==> config.mk <==
export PLATFORM = sky130hd
export DESIGN_NAME = spi_ram_ctrl_burst
export DESIGN_NICKNAME = d
export VERILOG_FILES = /design/src/rtl/spi_ram_ctrl_burst.sv
export SDC_FILE = /design/constraint.sdc
export NUM_CORES = 2
export LEC_CHECK = 0
export BUFFER_PORTS_ARGS = -buffer_cell sky130_fd_sc_hd__buf_4
export CORE_MARGIN = 5
export CORE_UTILIZATION = 50
export CTS_BUF_LIST = sky130_fd_sc_hd__clkbuf_4 sky130_fd_sc_hd__clkbuf_8 sky130_fd_sc_hd__clkbuf_16
export CTS_CLUSTER_DIAMETER = 150
export DETAILED_ROUTE_END_ITERATION = 8
export PLACE_DENSITY = 0.65
export RECOVER_POWER = 25
export SLEW_MARGIN = 5
export SYNTH_ARGS = -nofsm -noshare
export SYNTH_HDL_FRONTEND = slang
export SYNTH_SLANG_ARGS = --single-unit
==> constraint.sdc <==
create_clock -name clk -period 6.3 [get_ports clk]
set_input_delay 1.89 -clock clk [delete_from_list [all_inputs] [get_ports clk]]
set_output_delay 1.89 -clock clk [all_outputs]
set_load 0.02 [all_outputs]
==> src/rtl/spi_ram_ctrl_burst.sv <==
// Command decoder between the SPI slave rx path and the shift-out tx path.
// It handles a single-port RAM with address load, write, read, burst auto-increment and a whole-memory FILL.
module spi_ram_ctrl_burst #(
    parameter int ADDR_WIDTH = 8,
    parameter int DATA_WIDTH = 8,
    parameter int AUTO_INC   = 1,
    localparam int PAY_W     = (ADDR_WIDTH > DATA_WIDTH) ? ADDR_WIDTH : DATA_WIDTH
) (
    input  logic                  clk,
    input  logic                  rst,
    input  logic [PAY_W+2:0]      din,
    input  logic                  rx_valid,
    output logic                  rx_ready,
    output logic [DATA_WIDTH-1:0] dout,
    output logic                  tx_valid,
    output logic                  busy,
    output logic                  err
);
    localparam int MEM_DEPTH = 1 << ADDR_WIDTH;

    localparam logic [2:0] OP_SET_WADDR = 3'b000;
    localparam logic [2:0] OP_WRITE     = 3'b001;
    localparam logic [2:0] OP_SET_RADDR = 3'b010;
    localparam logic [2:0] OP_READ      = 3'b011;
    localparam logic [2:0] OP_FILL      = 3'b100;

    typedef enum logic {ST_IDLE, ST_FILL} state_t;

    // Handshake: a command is taken on a rising edge with rx_valid && rx_ready;
    // rx_valid while not ready is dropped, nothing is queued.
    state_t                  state;
    logic [ADDR_WIDTH-1:0]   w_addr;
    logic [ADDR_WIDTH-1:0]   r_addr;
    logic [ADDR_WIDTH-1:0]   cnt;
    logic [DATA_WIDTH-1:0]   fill_val;
    logic [DATA_WIDTH-1:0]   mem [MEM_DEPTH];

    logic [2:0]              op;
    logic [ADDR_WIDTH-1:0]   pay_addr;
    logic [DATA_WIDTH-1:0]   pay_data;
    logic                    accept;
    logic                    mem_we;
    logic [ADDR_WIDTH-1:0]   mem_waddr;
    logic [DATA_WIDTH-1:0]   mem_wdata;
    logic                    unused_pay;

    assign op         = din[PAY_W+2 -: 3];
    assign pay_addr   = din[ADDR_WIDTH-1:0];
    assign pay_data   = din[DATA_WIDTH-1:0];
    assign unused_pay = ^din;
    assign rx_ready   = (state == ST_IDLE);
    assign busy       = (state == ST_FILL);
    assign accept     = rx_valid && rx_ready;

    // FILL and WRITE share the one write port; they never overlap because
    // commands are refused while filling. Reset blocks the write on its edge.
    always_comb begin
        mem_we    = 1'b0;
        mem_waddr = w_addr;
        mem_wdata = pay_data;
        if (state == ST_FILL) begin
            mem_we    = 1'b1;
            mem_waddr = cnt;
            mem_wdata = fill_val;
        end else if (accept && op == OP_WRITE) begin
            mem_we = 1'b1;
        end
        if (rst) begin
            mem_we = 1'b0;
        end
    end

    always_ff @(posedge clk) begin
        if (mem_we) begin
            mem[mem_waddr] <= mem_wdata;
        end
    end

    always_ff @(posedge clk or posedge rst) begin
        if (rst) begin
            state    <= ST_IDLE;
            w_addr   <= '0;
            r_addr   <= '0;
            cnt      <= '0;
            fill_val <= '0;
            dout     <= '0;
            tx_valid <= 1'b0;
            err      <= 1'b0;
        end else begin
            tx_valid <= 1'b0;
            err      <= 1'b0;
            case (state)
                ST_IDLE: begin
                    if (rx_valid) begin
                        case (op)
                            OP_SET_WADDR: w_addr <= pay_addr;
                            OP_WRITE: begin
                                if (AUTO_INC != 0) begin
                                    w_addr <= w_addr + 1'b1;
                                end
                            end
                            OP_SET_RADDR: r_addr <= pay_addr;
                            OP_READ: begin
                                dout     <= mem[r_addr];
                                tx_valid <= 1'b1;
                                if (AUTO_INC != 0) begin
                                    r_addr <= r_addr + 1'b1;
                                end
                            end
                            OP_FILL: begin
                                fill_val <= pay_data;
                                cnt      <= '0;
                                state    <= ST_FILL;
                            end
                            default: err <= 1'b1;
                        endcase
                    end
                end
                ST_FILL: begin
                    if (&cnt) begin
                        cnt   <= '0;
                        state <= ST_IDLE;
                    end else begin
                        cnt <= cnt + 1'b1;
                    end
                end
                default: state <= ST_IDLE;
            endcase
        end
    end
endmodule

; ---- After elaboration in Yosys (flattened, before gate mapping)
; Memories as Yosys holds them, arrays and structs flattened. A register that Yosys moved wholly into a read port is not among the register bits.
; Cells that the tools add are included.
[op_classes]
eq_ne = 6
n_shift = 0
n_reduce_logical = 12
order_cmp = 0
n_div = 0
addsub = 3
multipliers = 0
bitwise_logic = 1
mux = 23
[op_table]
columns = cell, count
row1 = one-hot mux 8 bit (2 select lines), 3
row2 = 2-to-1 mux 8 bit, 5
row3 = adder 8 x 1 -> 8 bit (second input constant), 3
row4 = 2-to-1 mux 1 bit, 14
row5 = AND reduction 3 bit, 4
row6 = AND reduction 8 bit, 1
row7 = equality test 3 x 2 -> 1 bit (second input constant), 2
row8 = OR reduction 5 bit, 1
row9 = nonzero test 2 bit, 2
row10 = equality test 3 x 1 -> 1 bit (second input constant), 1
row11 = equality test 3 bit (second input constant), 1
row12 = logical NOT 3 bit, 1
row13 = logical AND 1 bit, 2
row14 = != test 2 x 1 -> 1 bit (second input constant), 1
row15 = != test 2 bit (second input constant), 1
row16 = one-hot mux 1 bit (2 select lines), 1
row17 = AND reduction 2 bit, 1
row18 = NOT 1 bit, 1
[totals]
memories = 1
ramBits = 2048
elab_cells = 53
mem_bits_ro = 0
latchBits = 0
ff_bits = 35
output_inout_bits = 12
inputBits = 14
[mem_list]
columns = memory, words, word_bits, rd, rd_ports_with_merged_regs, write_ports, line_no
row1 = mem, 256, 8, 1, 1, 1, 36  ; logic [DATA_WIDTH-1:0] mem [MEM_DEPTH];

; ---- Longest topological paths before layout
[logic_depth]
word_depth = 8
mapped_depth = 13

; ---- Worst setup path before layout
; Ideal clock, no wire load.
[synth_timing]
kind = in2reg
start = input port rst
end = memory mem[102][0], enable pin
t_arrival_ns = 3.987
path_buffers = 1
setup_ns = 0.370
setup_slack_ns = 1.943
required_ns = 5.930
cell_stages = 6
path_cell_list = inv_1 nand2_1 nor2_1 nand2_1 clkbuf_1 nor2_1
[synth_between]
elab_chain_len = 3
[synth_lines]
columns = item, line_no
row1 = from (decl), 10  ; input logic rst,
row2 = 2-to-1 mux 1 bit, 68  ; if (rst) begin
row3 = 2-to-1 mux 1 bit, 74  ; if (mem_we) begin
row4 = 2-to-1 mux 1 bit (implied by the code), 75  ; mem[mem_waddr] <= mem_wdata;
row5 = to (decl), 36
; No other way between the ends.

; ---- Final worst setup path
[layout_timing]
start = input port din[8]
end = memory mem[173][1], enable pin
[layout_between]
elab_chain_len = 7
[layout_lines]
columns = item, line_no
row1 = from (decl), 11  ; input logic [PAY_W+2:0] din,
row2 = equality test 3 x 1 -> 1 bit, 65  ; end else if (accept && op == OP_WRITE) begin
row3 = logical AND 1 bit, 65
row4 = 2-to-1 mux 1 bit, 65
row5 = 2-to-1 mux 1 bit, 61  ; if (state == ST_FILL) begin
row6 = 2-to-1 mux 1 bit, 68
row7 = 2-to-1 mux 1 bit, 74
row8 = 2-to-1 mux 1 bit (implied by the code), 75
; No other way between the ends.

==> results list <==
- The flow ran to the end, but the final reports show violations.
* Violated checks: max-capacitance violations, max-slew violations
- Synthesized area per cell: 21.06 um2
- Fmax: 194.6 MHz
- The setup check on the worst reg-to-reg path leaves a slack of 1.86 ns.
- Via count of the routed design: 40808
- The die is 414.7 um wide.
- For this design, the sink count on the clock tree is 2091.
- Ordered cell list for the critical path: clkbuf_1 -> nor3b_1 -> buf_4 -> a41oi_1 -> nor3_1 -> nand2_2 -> nor2_1
- Via count of the first global-routing pass: 40396
- Total leakage power: 28.71 nW
- Clock-pin slew was measured on the worst setup and hold paths at 0.06 ns.
- The largest individual stage delay along the critical path comes from the cell sky130_fd_sc_hd__nor2_1.
- Top-area cell type share of the netlist area: 75.11%
* Power Dens Cells: 417.5 nW/um2
- Async SR Flop Fraction: 2.056%
* Initial core utilization: 50.30%
* Final TNS setup: 0 ns
- Largest stage delay on the critical path: 0.95 ns
- Final-layout fill cell count: 11878
- In this run the tool buffered the top-level ports with 25 buffer cells.
- When the netlist entered floorplanning its net count stood at 3904.
- Data on the critical path arrives at its endpoint at 5.56 ns.
- The Yosys step of the flow raised 0 warnings.
- Cells with a size suffix above 1 make up 24.79% of the layout.
- Number of distinct library cell variants in the gate-level netlist after synthesis: 65
- Crit Path Max Fanout: 22
- The most used flip-flop cell after synthesis is sky130_fd_sc_hd__edfxtp_1.
- Max clock buf depth: 3
* Row Count: 148
* Pin count of the biggest net entering global routing: 134
- Startpoint types: input pin
- Dividing the final minimum period by the clock period gives 81.56%.
- Global routing consumed, over all layers together, 25.11% of the routing resources.
* Power, Total: 38.15 mW
* Post CTS Setup Buffer Count: 0
- The congestion estimate from routability-driven global placement came to 0.8815.
- Largest clock skew in the final design: 0.03215 ns
- After synthesis the netlist holds a flip-flop and latch count of 2091.
- Boundary pin count: 26
- STA classifies the critical path endpoint as a flip-flop.
* Final layout net count: 4019
* Critical Setup Path Class: input pin to flip-flop
- Setup repair after global routing left no endpoint under its margin.
- The die covers 171900 um2.
- Number of enable flip-flop cells after synthesis: 2048
- The HPWL after detailed placement is 130.6 mm.
- Average vias per placed instance: 6.434
* Netlist Area Pre-Place: 81880 um2
- Total core area: 162800 um2
* Total wirelength of the detailed-routed design: 217.0 mm
- Sequential area share after synthesis: 76.43%
- Summed over all instances, the cell type with the most area after synthesis is sky130_fd_sc_hd__edfxtp_1.
* Die H: 414.7 um
* Synthesized netlist cell count: 3887
- After detailed routing, the average wire length per cell comes to 34.22 um.
- Quantity of gates resized following cts: 0
- CTS H-tree depth: 4
* Clock tree from TritonCTS: yes
* Hold Fails Final Rpt: 0
* VDD IR max: 0.3695 mV
- Number of detailed-route iterations in the first pass: 6
- GRT Residual Overflow: 0
- Measured against its own limit, the worst slew margin works out to -125.5%.
- By area the synthesized netlist is led by sky130_fd_sc_hd__edfxtp_1, sky130_fd_sc_hd__mux4_2, sky130_fd_sc_hd__mux2i_1.
- The number of antenna violations at the first check in global routing was 3.
- Setup violations remaining at the end of the flow were counted as 0.
- In this run, post-CTS hold repair placed 0 buffers.
* Detailed router's first-iteration violation count: 5358
* Buffer cell driving the clock tree root: sky130_fd_sc_hd__clkbuf_16
- The first global-routing pass estimated 309.9 mm of wire.
- The tool flagged a number of max-cap violations equal to 8.
- For the pin with the worst max-slew slack, the measured transition is 3.383 ns.
- Placed cells: 5979
- Post-layout minimum cycle time: 5.138 ns
* Cts bufs inserted: 196
- The path class of the tightest hold or removal check is flip-flop to flip-flop.
- The count of nets left with antenna violations once routing finished came out at 0.
* Layout Cells excl Fill: 6343
- For the worst setup path, the data required time is 6.72 ns.
- For this run, the share of the core covered by cells in the final layout is 56.15%.
- Compared with the post-synthesis result, the final layout area differs by 11.62%.
* Insertion delay to the later sink of the worst-skew pair: 0.82 ns
- DR DRC count: 0
- The max-slew violation count is 750.
==> cell type report <==
| type | instances | area [um2] | share of cell area [%] |
|---|---|---|---|
| Inverter | 12 | 50.05 | 0.05476 |
| Sequential cell | 2091 | 62590 | 68.49 |
| Clock inverter | 131 | 1416 | 1.550 |
| Tap cell | 2175 | 2721 | 2.978 |
| Multi-Input combinational cell | 1549 | 18000 | 19.69 |
| Antenna cell | 1 | 2.502 | 0.002738 |
| Timing Repair Buffer | 152 | 1326 | 1.451 |
| Clock buffer | 232 | 5281 | 5.779 |
==> cells in the final DEF (no fill, tap or decap), types with 17 or more instances in the layout <==
master,count
sky130_fd_sc_hd__nand2_1,141
sky130_fd_sc_hd__o22ai_1,29
sky130_fd_sc_hd__clkinv_1,38
sky130_fd_sc_hd__mux4_2,524
sky130_fd_sc_hd__clkbuf_16,201
sky130_fd_sc_hd__o21ai_1,17
sky130_fd_sc_hd__buf_4,119
sky130_fd_sc_hd__dfrtp_1,38
sky130_fd_sc_hd__clkbuf_4,28
sky130_fd_sc_hd__a211oi_1,19
sky130_fd_sc_hd__a221oi_1,21
sky130_fd_sc_hd__mux2_2,21
sky130_fd_sc_hd__clkinv_2,46
sky130_fd_sc_hd__mux2i_1,150
sky130_fd_sc_hd__a21oi_1,63
sky130_fd_sc_hd__o21ai_0,53
sky130_fd_sc_hd__edfxtp_1,2048
sky130_fd_sc_hd__nand3_1,21
sky130_fd_sc_hd__o221ai_1,19
sky130_fd_sc_hd__buf_12,19
sky130_fd_sc_hd__nor2_1,294
sky130_fd_sc_hd__bufinv_16,28
==> worst max-delay path, delay by kind of cell <==
| kind | cells | cell delay, ns |
|---|---|---|
| buffers and inverters | 2 | 0.85 |
| and+or+nand+nor | 4 | 2.62 |
| AOI/OAI and AO/OA | 1 | 0.17 |
==> metal layers <==
metal,GRT usage (%),routed length (um)
met4,8.500,8556
met5,0,0
met3,5.832,22630
met1,36.32,85460
met2,38.30,100400
==> where the power goes <==
group	switching [mW]	total, mW	internal (mW)
clock network	5.11	12.2	7.14
logic	5.91	8.73	2.81
registers	0.301	17.2	16.9
total	11.3	38.2	26.8
==> synthesized netlist by cell type (19+ instances only) <==
cell type	count
sky130_fd_sc_hd__buf_2	60
sky130_fd_sc_hd__o21ai_0	54
sky130_fd_sc_hd__mux2_2	24
sky130_fd_sc_hd__o221ai_1	19
sky130_fd_sc_hd__nor2_1	296
sky130_fd_sc_hd__nand3_1	21
sky130_fd_sc_hd__a21oi_1	63
sky130_fd_sc_hd__dfrtp_1	43
sky130_fd_sc_hd__edfxtp_1	2048
sky130_fd_sc_hd__nand2_1	149
sky130_fd_sc_hd__buf_1	25
sky130_fd_sc_hd__buf_6	34
sky130_fd_sc_hd__mux4_2	524
sky130_fd_sc_hd__a221oi_1	21
sky130_fd_sc_hd__a211oi_1	19
sky130_fd_sc_hd__o22ai_1	29
sky130_fd_sc_hd__clkbuf_1	96
sky130_fd_sc_hd__mux2i_1	150
==> path summary, 6_finish.rpt <==
kind,start,endpoint,depth (start not counted)
min in group asynchronous,rst,r_addr[3],3
worst max-delay path,din[8],mem[173][1],7
worst max register to register,busy,mem[113][7],3
worst min register to register,fill_val[1],fill_val[1],1
worst min-delay path,fill_val[1],fill_val[1],1
max in group asynchronous,rst,r_addr[4],3
==> registers in the layout, summed over array words and instances (netlist names) <==
| signal | flops |
|---|---|
| busy | 1 |
| tx_valid | 1 |
| err | 1 |
| fill_val | 8 |
| w_addr | 8 |
| dout | 8 |
| r_addr | 8 |
| mem | 2048 |
| cnt | 8 |
==> cell families after synthesis <==
group | count (synthesis) | share of synthesized area (%)
and+or+nand+nor | 540 | 2.757
muxes | 698 | 16.58
xor gates and xnor gates | 3 | 0.03210
AOI/OAI and AO/OA | 305 | 2.491
buffers and inverters | 247 | 1.670
adders and majority gates | 3 | 0.04585
DFF | 2091 | 76.43
==> per-stage QoR <==
stage / area (um2) / hold slack (ns) / setup slack [ns]
3_5_place_dp: 84830 / 0.5249 / 0.9046
6_report: 91390 / 0.5068 / 1.162
5_1_grt: 91390 / 0.5211 / 1.081
2_1_floorplan: 81880 / 0.4737 / 1.943
3_3_place_gp: 84830 / 0.5158 / 0.8576
4_1_cts: 91530 / 0.5404 / 1.711
No activity file was read; power rests on OpenSTA's default activity.
